<file path="src/rtl/key_sender.sv">
// key_sender: serial unlock-code transmitter for the lock FSM.
// Latches a parallel code on an accepted start strobe, holds the line idle-high
// for GUARD_CYC cycles, shifts the code out MSB first with each bit held
// bit_div+1 cycles, then waits up to TIMEOUT cycles for the lock's unlck
// feedback and reports the outcome with a one-cycle done or fail pulse.
//
// Optional feature macro: KEY_SENDER_RETRY_EN
//   defined     -> up to RETRIES re-sends of the latched code after a timeout
//   not defined -> first timeout ends the attempt with fail; no retry counter
//
// Ports:
//   clk      in   1         rising-edge clock
//   Reset    in   1         synchronous active-high reset
//   start    in   1         send request, honoured only when idle
//   code     in   CODE_LEN  code to send, bit CODE_LEN-1 first
//   bit_div  in   DIV_W     bit period minus one, in clk cycles
//   unlck    in   1         lock feedback, 1 = unlocked
//   a        out  1         serial line to the lock, idle high
//   busy     out  1         transfer in progress
//   done     out  1         one-cycle pulse, lock opened
//   fail     out  1         one-cycle pulse, all attempts timed out
module key_sender #(
  parameter int unsigned CODE_LEN  = 5,
  parameter int unsigned DIV_W     = 4,
  parameter int unsigned GUARD_CYC = 2,
  parameter int unsigned TIMEOUT   = 8,
  parameter int unsigned RETRIES   = 2
) (
  input  logic                clk,
  input  logic                Reset,
  input  logic                start,
  input  logic [CODE_LEN-1:0] code,
  input  logic [DIV_W-1:0]    bit_div,
  input  logic                unlck,
  output logic                a,
  output logic                busy,
  output logic                done,
  output logic                fail
);

  localparam int unsigned GUARD_W = (GUARD_CYC > 1) ? $clog2(GUARD_CYC) : 1;
  localparam int unsigned IDX_W   = (CODE_LEN > 1)  ? $clog2(CODE_LEN)  : 1;
  localparam int unsigned TO_W    = (TIMEOUT > 1)   ? $clog2(TIMEOUT)   : 1;

  // Reject unusable parameterisations at elaboration.
  if (CODE_LEN < 1 || DIV_W < 1 || GUARD_CYC < 1 || TIMEOUT < 1 || RETRIES >= 65536) begin : g_bad_cfg
    $error("key_sender: illegal parameter combination");
  end

  typedef enum logic [1:0] {
    S_IDLE  = 2'd0,
    S_GUARD = 2'd1,
    S_SEND  = 2'd2,
    S_WAIT  = 2'd3
  } state_t;

  state_t              r_state,     w_state_nxt;
  logic [CODE_LEN-1:0] r_code,      w_code_nxt;
  logic [DIV_W-1:0]    r_div,       w_div_nxt;
  logic [CODE_LEN-1:0] r_shift,     w_shift_nxt;
  logic [GUARD_W-1:0]  r_guard_cnt, w_guard_cnt_nxt;
  logic [DIV_W-1:0]    r_hold_cnt,  w_hold_cnt_nxt;
  logic [IDX_W-1:0]    r_idx,       w_idx_nxt;
  logic [TO_W-1:0]     r_to_cnt,    w_to_cnt_nxt;
  logic                r_a,         w_a_nxt;
  logic                r_busy,      w_busy_nxt;
  logic                r_done,      w_done_nxt;
  logic                r_fail,      w_fail_nxt;
  logic                w_timeout;

`ifdef KEY_SENDER_RETRY_EN
  localparam int unsigned RETRY_W = (RETRIES > 0) ? $clog2(RETRIES + 1) : 1;
  logic [RETRY_W-1:0]  r_retry_cnt, w_retry_cnt_nxt;
`endif

  assign a    = r_a;
  assign busy = r_busy;
  assign done = r_done;
  assign fail = r_fail;

  assign w_timeout = (r_to_cnt == TO_W'(TIMEOUT - 1));

  // State and datapath registers.
  always_ff @(posedge clk) begin
    if (Reset) begin
      r_state     <= S_IDLE;
      r_code      <= '0;
      r_div       <= '0;
      r_shift     <= '0;
      r_guard_cnt <= '0;
      r_hold_cnt  <= '0;
      r_idx       <= '0;
      r_to_cnt    <= '0;
      r_a         <= 1'b1;
      r_busy      <= 1'b0;
      r_done      <= 1'b0;
      r_fail      <= 1'b0;
`ifdef KEY_SENDER_RETRY_EN
      r_retry_cnt <= '0;
`endif
    end else begin
      r_state     <= w_state_nxt;
      r_code      <= w_code_nxt;
      r_div       <= w_div_nxt;
      r_shift     <= w_shift_nxt;
      r_guard_cnt <= w_guard_cnt_nxt;
      r_hold_cnt  <= w_hold_cnt_nxt;
      r_idx       <= w_idx_nxt;
      r_to_cnt    <= w_to_cnt_nxt;
      r_a         <= w_a_nxt;
      r_busy      <= w_busy_nxt;
      r_done      <= w_done_nxt;
      r_fail      <= w_fail_nxt;
`ifdef KEY_SENDER_RETRY_EN
      r_retry_cnt <= w_retry_cnt_nxt;
`endif
    end
  end

  // Next-state, counters and registered-output next values.
  always_comb begin
    w_state_nxt     = r_state;
    w_code_nxt      = r_code;
    w_div_nxt       = r_div;
    w_shift_nxt     = r_shift;
    w_guard_cnt_nxt = r_guard_cnt;
    w_hold_cnt_nxt  = r_hold_cnt;
    w_idx_nxt       = r_idx;
    w_to_cnt_nxt    = r_to_cnt;
    w_done_nxt      = 1'b0;
    w_fail_nxt      = 1'b0;
`ifdef KEY_SENDER_RETRY_EN
    w_retry_cnt_nxt = r_retry_cnt;
`endif

    unique case (r_state)
      S_IDLE: begin
`ifdef KEY_SENDER_RETRY_EN
        w_retry_cnt_nxt = '0;
`endif
        // A start arriving while done/fail is still showing is dropped.
        if (start && !r_done && !r_fail) begin
          w_code_nxt      = code;
          w_div_nxt       = bit_div;
          w_guard_cnt_nxt = '0;
          w_state_nxt     = S_GUARD;
        end
      end

      S_GUARD: begin
        if (r_guard_cnt == GUARD_W'(GUARD_CYC - 1)) begin
          // Reload from the latched code so a retry re-sends the same bits.
          w_shift_nxt    = r_code;
          w_hold_cnt_nxt = '0;
          w_idx_nxt      = '0;
          w_state_nxt    = S_SEND;
        end else begin
          w_guard_cnt_nxt = r_guard_cnt + GUARD_W'(1);
        end
      end

      S_SEND: begin
        if (r_hold_cnt == r_div) begin
          w_hold_cnt_nxt = '0;
          if (r_idx == IDX_W'(CODE_LEN - 1)) begin
            w_to_cnt_nxt = '0;
            w_state_nxt  = S_WAIT;
          end else begin
            w_idx_nxt   = r_idx + IDX_W'(1);
            w_shift_nxt = r_shift << 1;
          end
        end else begin
          w_hold_cnt_nxt = r_hold_cnt + DIV_W'(1);
        end
      end

      S_WAIT: begin
        // unlck takes priority even on the final timeout cycle.
        if (unlck) begin
          w_done_nxt  = 1'b1;
          w_state_nxt = S_IDLE;
        end else if (w_timeout) begin
`ifdef KEY_SENDER_RETRY_EN
          if (r_retry_cnt < RETRY_W'(RETRIES)) begin
            w_retry_cnt_nxt = r_retry_cnt + RETRY_W'(1);
            w_guard_cnt_nxt = '0;
            w_state_nxt     = S_GUARD;
          end else begin
            w_fail_nxt  = 1'b1;
            w_state_nxt = S_IDLE;
          end
`else
          w_fail_nxt  = 1'b1;
          w_state_nxt = S_IDLE;
`endif
        end else begin
          w_to_cnt_nxt = r_to_cnt + TO_W'(1);
        end
      end

      default: begin
        w_state_nxt = S_IDLE;
      end
    endcase

    // Line shows the current MSB only while sending; idle-high otherwise.
    w_a_nxt    = (w_state_nxt == S_SEND) ? w_shift_nxt[CODE_LEN-1] : 1'b1;
    w_busy_nxt = (w_state_nxt != S_IDLE);
  end

endmodule
</file>
<file path="config.mk">
export PLATFORM = sky130hd
export DESIGN_NAME = key_sender
export DESIGN_NICKNAME = d
export VERILOG_FILES = /design/src/rtl/key_sender.sv
export SDC_FILE = /design/constraint.sdc
export NUM_CORES = 1
export LEC_CHECK = 0
export CAP_MARGIN = 20
export CORE_MARGIN = 2
export CORE_UTILIZATION = 35
export DETAILED_ROUTE_END_ITERATION = 8
export PLACE_DENSITY = 0.59
export SYNTH_ARGS = -nofsm -noshare
export SYNTH_HDL_FRONTEND = slang
export SYNTH_SLANG_ARGS = --single-unit
</file>
<file path="constraint.sdc">
create_clock -name clk -period 4.4 [get_ports clk]
set_clock_uncertainty 0.1 [all_clocks]
set_input_delay 0.44 -clock clk [delete_from_list [all_inputs] [get_ports clk]]
set_output_delay 0.44 -clock clk [all_outputs]
set_load 0.005 [all_outputs]
</file>
==> summary.txt <==
STATUS
-----------------------------------------------------------------------------------------------------------------
Result of the run                                                                                    complete, no violations

CLOCK NETWORK
-----------------------------------------------------------------------------------------------------------------
Clock latency at the later pin of the worst-skew pair                                                      280 ps
Buffer count from post-CTS setup fixing                                                                         0
CTS clk-pin slew, worst paths                                                                               60 ps
Maximum buffer depth of the clock tree                                                                          2
Hold bufs inserted after CTS                                                                                    0
CTS tree                                                                                                    built
Num CTS Buffers                                                                                                 5
Total number of clock tree sinks                                                                               31
Cells resized by post-CTS repair                                                                                0
CTS HTree Levels                                                                                                2
Clock root buffer master                                                                             sky130_fd_sc_hd__clkbuf_8

LOGIC SYNTHESIS
-----------------------------------------------------------------------------------------------------------------
Synthesized cell area                                                                                   1580 um^2
Dominant combinational cell family by area after synthesis                                           simple AND/OR/NAND/NOR gates
Number of warnings printed during yosys synthesis                                                               0
Synthesized netlist cell count                                                                                188
Register bit count reported by yosys                                                                           31
Fraction of synthesized cell area in xor and xnor cells                                                    0.0222
Proportion of synthesized flip-flops having asynchronous set or reset                                           0
Synth Net Count                                                                                               211
Most used DFF post-synth                                                                             sky130_fd_sc_hd__dfxtp_1
Average instance area after synthesis                                                                   8.38 um^2
Multiplexer area fraction after synthesis                                                                  0.0222
Simple-Gate Fraction of Synth Area                                                                          0.241
Arithmetic-cell share of the synthesized area counting full adders, half adders and majority gates         0.0794
Proportion of synthesized chip area in sequential cells                                                     0.394
Number of flops mapped to enable cells by yosys                                                                 0
Share of the synthesized area in compound gates (AO/OA/AOI/OAI)                                             0.190
Post-synth cell types                                                                                          45

DETAILED ROUTING
-----------------------------------------------------------------------------------------------------------------
Average detailed-routed wire length per instance                                                          12.7 um
Number of design-rule violations left by the first detailed-router iteration                                   62
Number of design rule violations left after detail routing                                                      0
Final wirelength                                                                                          3230 um
1st-pass router iterations                                                                                      4
Antenna viol nets, final                                                                                        0
Number of vias after detailed routing                                                                       1,322
Post-DR vias/cell                                                                                            5.18

FINAL LAYOUT
-----------------------------------------------------------------------------------------------------------------
Layout cells sized above 1                                                                                 0.0936
Leading cell type in the layout, fill and taps excluded                                              sky130_fd_sc_hd__nand2_1
Final net count                                                                                               226
Commonest cells after routing, fill and taps aside                                                   34 x sky130_fd_sc_hd__nand2_1, 31 x sky130_fd_sc_hd__dfxtp_1, 16 x sky130_fd_sc_hd__a21oi_1, 16 x sky130_fd_sc_hd__clkdlybuf4s50_1
Area growth from synthesis to layout                                                                        17.6%
Diode count                                                                                                     0
Fraction of the core area covered by cells at the end of the flow                                           0.425
Number of inserted filler cells in the final layout                                                           451
Seq. cell area                                                                                           621 um^2
Total area of multi-input combinational cells                                                            873 um^2

TIMING
-----------------------------------------------------------------------------------------------------------------
Slew @ Worst Pin                                                                                           817 ps
Portion of the clock cycle consumed by the worst path in the final layout                                   0.505
Period minus WS final                                                                                     2220 ps
Worst setup slack after layout                                                                            2180 ps
Peak Freq                                                                                                 450 MHz
Max Transition Viols Final                                                                                      0
Final hold violations                                                                                           0
Final setup vio count                                                                                           0
Rel. slew slack                                                                                             0.440
Accumulated negative setup slack                                                                             0 ps
Setup repair after global routing missed its margin                                                            no

WORST HOLD PATH
-----------------------------------------------------------------------------------------------------------------
Hold path depth                                                                                                 2
Destination of the worst hold path                                                                      r_code[4]
Hold Path Class                                                                                           reg2reg
Origin of the worst min-delay path                                                                      r_code[4]

PLACEMENT
-----------------------------------------------------------------------------------------------------------------
I/O Buffers                                                                                                    16
Place WS                                                                                                  2080 ps
DP Wirelength                                                                                             2260 um
Final estimated routing congestion in global placement                                                      0.823

WORST SETUP PATH
-----------------------------------------------------------------------------------------------------------------
Worst reg2reg path depth                                                                                        5
Critical path type                                                                                        reg2reg
R2R Path Start                                                                                         r_state[0]
Critical R2R Capture                                                                                   r_shift[2]
Critical path fanouts, max                                                                                     17
Register-to-register setup slack                                                                          2180 ps
Data required time at the worst endpoint                                                                  4470 ps
Worst setup EP type                                                                                     flip-flop
Arrival time of the worst setup path                                                                      2300 ps
Kind of start point of the critical path                                                                flip-flop

FLOW RUN
-----------------------------------------------------------------------------------------------------------------
Max-capacitance violation count                                                                                 0

GLOBAL ROUTING
-----------------------------------------------------------------------------------------------------------------
Largest net degree at the start of global routing                                                              30
Remaining Overflow, GRT                                                                                         0
Overall track demand over capacity in global routing                                                        0.140
First-pass GRT wire length                                                                                5570 um
Initial antenna violation count                                                                                 0
Number of global-route vias before repair                                                                   1,267

FLOORPLANNING
-----------------------------------------------------------------------------------------------------------------
Chip Height                                                                                               71.1 um
Die ar.                                                                                                 5050 um^2
Top-Level Pins                                                                                                 17
Horizontal extent of the die                                                                              71.1 um
Area inside the core boundary                                                                           4350 um^2
Initial core utilization                                                                                    0.362
Row Count                                                                                                      24

POWER AND IR DROP
-----------------------------------------------------------------------------------------------------------------
Worst VDD drop                                                                                             227 uV
Power density relative to cell area                                                                   347 nW/um^2
Leakage power                                                                                            0.681 nW
Total chip power                                                                                           642 uW

worst max-delay path: stages, from the launching register on:
cell and delay, ps:
sky130_fd_sc_hd__dfxtp_1 400, sky130_fd_sc_hd__inv_1 90, sky130_fd_sc_hd__ha_1 400, sky130_fd_sc_hd__mux2i_1 700, sky130_fd_sc_hd__nor3_1 130, sky130_fd_sc_hd__a311o_1 290
registers in the layout, indices dropped and copies added (netlist names):
register / cells
r_code: 5
r_shift: 5
r_div: 4
r_hold_cnt: 4
r_idx: 3
r_to_cnt: 3
r_state: 2
a: 1
busy: 1
done: 1
fail: 1
r_guard_cnt: 1
routing by layer:
metal,global-route usage,up-vias,wire length [um]
met5,0,-,0
met4,0.0566,0,48
met3,0.0427,5,139
met2,0.223,24,1470
met1,0.177,610,1570
li1,-,683,-
kinds of logic after synthesis:
logic type / Yosys count
XOR/XNOR: 4
AO/OA/AOI/OAI: 45
buffers and inverters: 19
flip-flops: 31
AND/OR/NAND/NOR: 76
adder cells (fa/ha/maj): 10
multiplexers: 3
metrics by stage:
stage               hold slack (ps)  area, um^2  std cells
floorplan                       332        1580        188
global placement                347        1760        248
detailed placement              354        1760        248
CTS                             363        1850        255
global route                    388        1850        255
finish                          358        1850        255
final cells by class:
cell class / count / share of cell area
Clock buffer: 6 / 0.0446
Clock inverter: 1 / 0.00270
Inverter: 10 / 0.0203
Multi-Input combinational cell: 138 / 0.472
Sequential cell: 31 / 0.335
Tap cell: 52 / 0.0351
Timing Repair Buffer: 17 / 0.0905
power by group:
group	leakage [nW]	internal [mW]	switching, mW	total, mW
clock network	0.0470	0.123	0.106	0.228
registers	0.252	0.295	0.0115	0.307
logic	0.382	0.0442	0.0630	0.107
total	0.681	0.462	0.180	0.642
worst max-delay path by stage:
stage                  to        from  depth (start not counted)  slack (ps)
2_1_floorplan  r_shift[2]  r_state[0]                          8        2530
3_3_place_gp   r_shift[2]       Reset                          7        2120
3_5_place_dp   r_shift[2]       Reset                          7        2080
4_1_cts        r_shift[2]  r_state[0]                          5        2170
5_1_grt        r_shift[2]  r_state[0]                          5        2000
6_report       r_shift[2]  r_state[0]                          5        2180
synthesized netlist by cell type (all sizes together), types with 2 or more instances:
master	instances	share of area
nand4	4	0.016
a221o	2	0.013
clkbuf	7	0.017
o21a	2	0.014
ha	10	0.079
nand2	34	0.081
buf	2	0.010
and3	5	0.021
nor3b	2	0.0095
a211o	2	0.011
a21oi	16	0.051
mux2i	2	0.013
a31o	2	0.011
a31oi	2	0.0079
o21ai	10	0.034
dfxtp	31	0.39
and2	3	0.012
nor3	6	0.019
nand3b	2	0.0095
nor2b	2	0.0079
or2	2	0.0079
nand2b	3	0.012
o31ai	2	0.0095
inv	10	0.024
nor2	7	0.017
xnor2	4	0.022
nand3	2	0.0064
No activity file was read; power rests on OpenSTA's default activity.
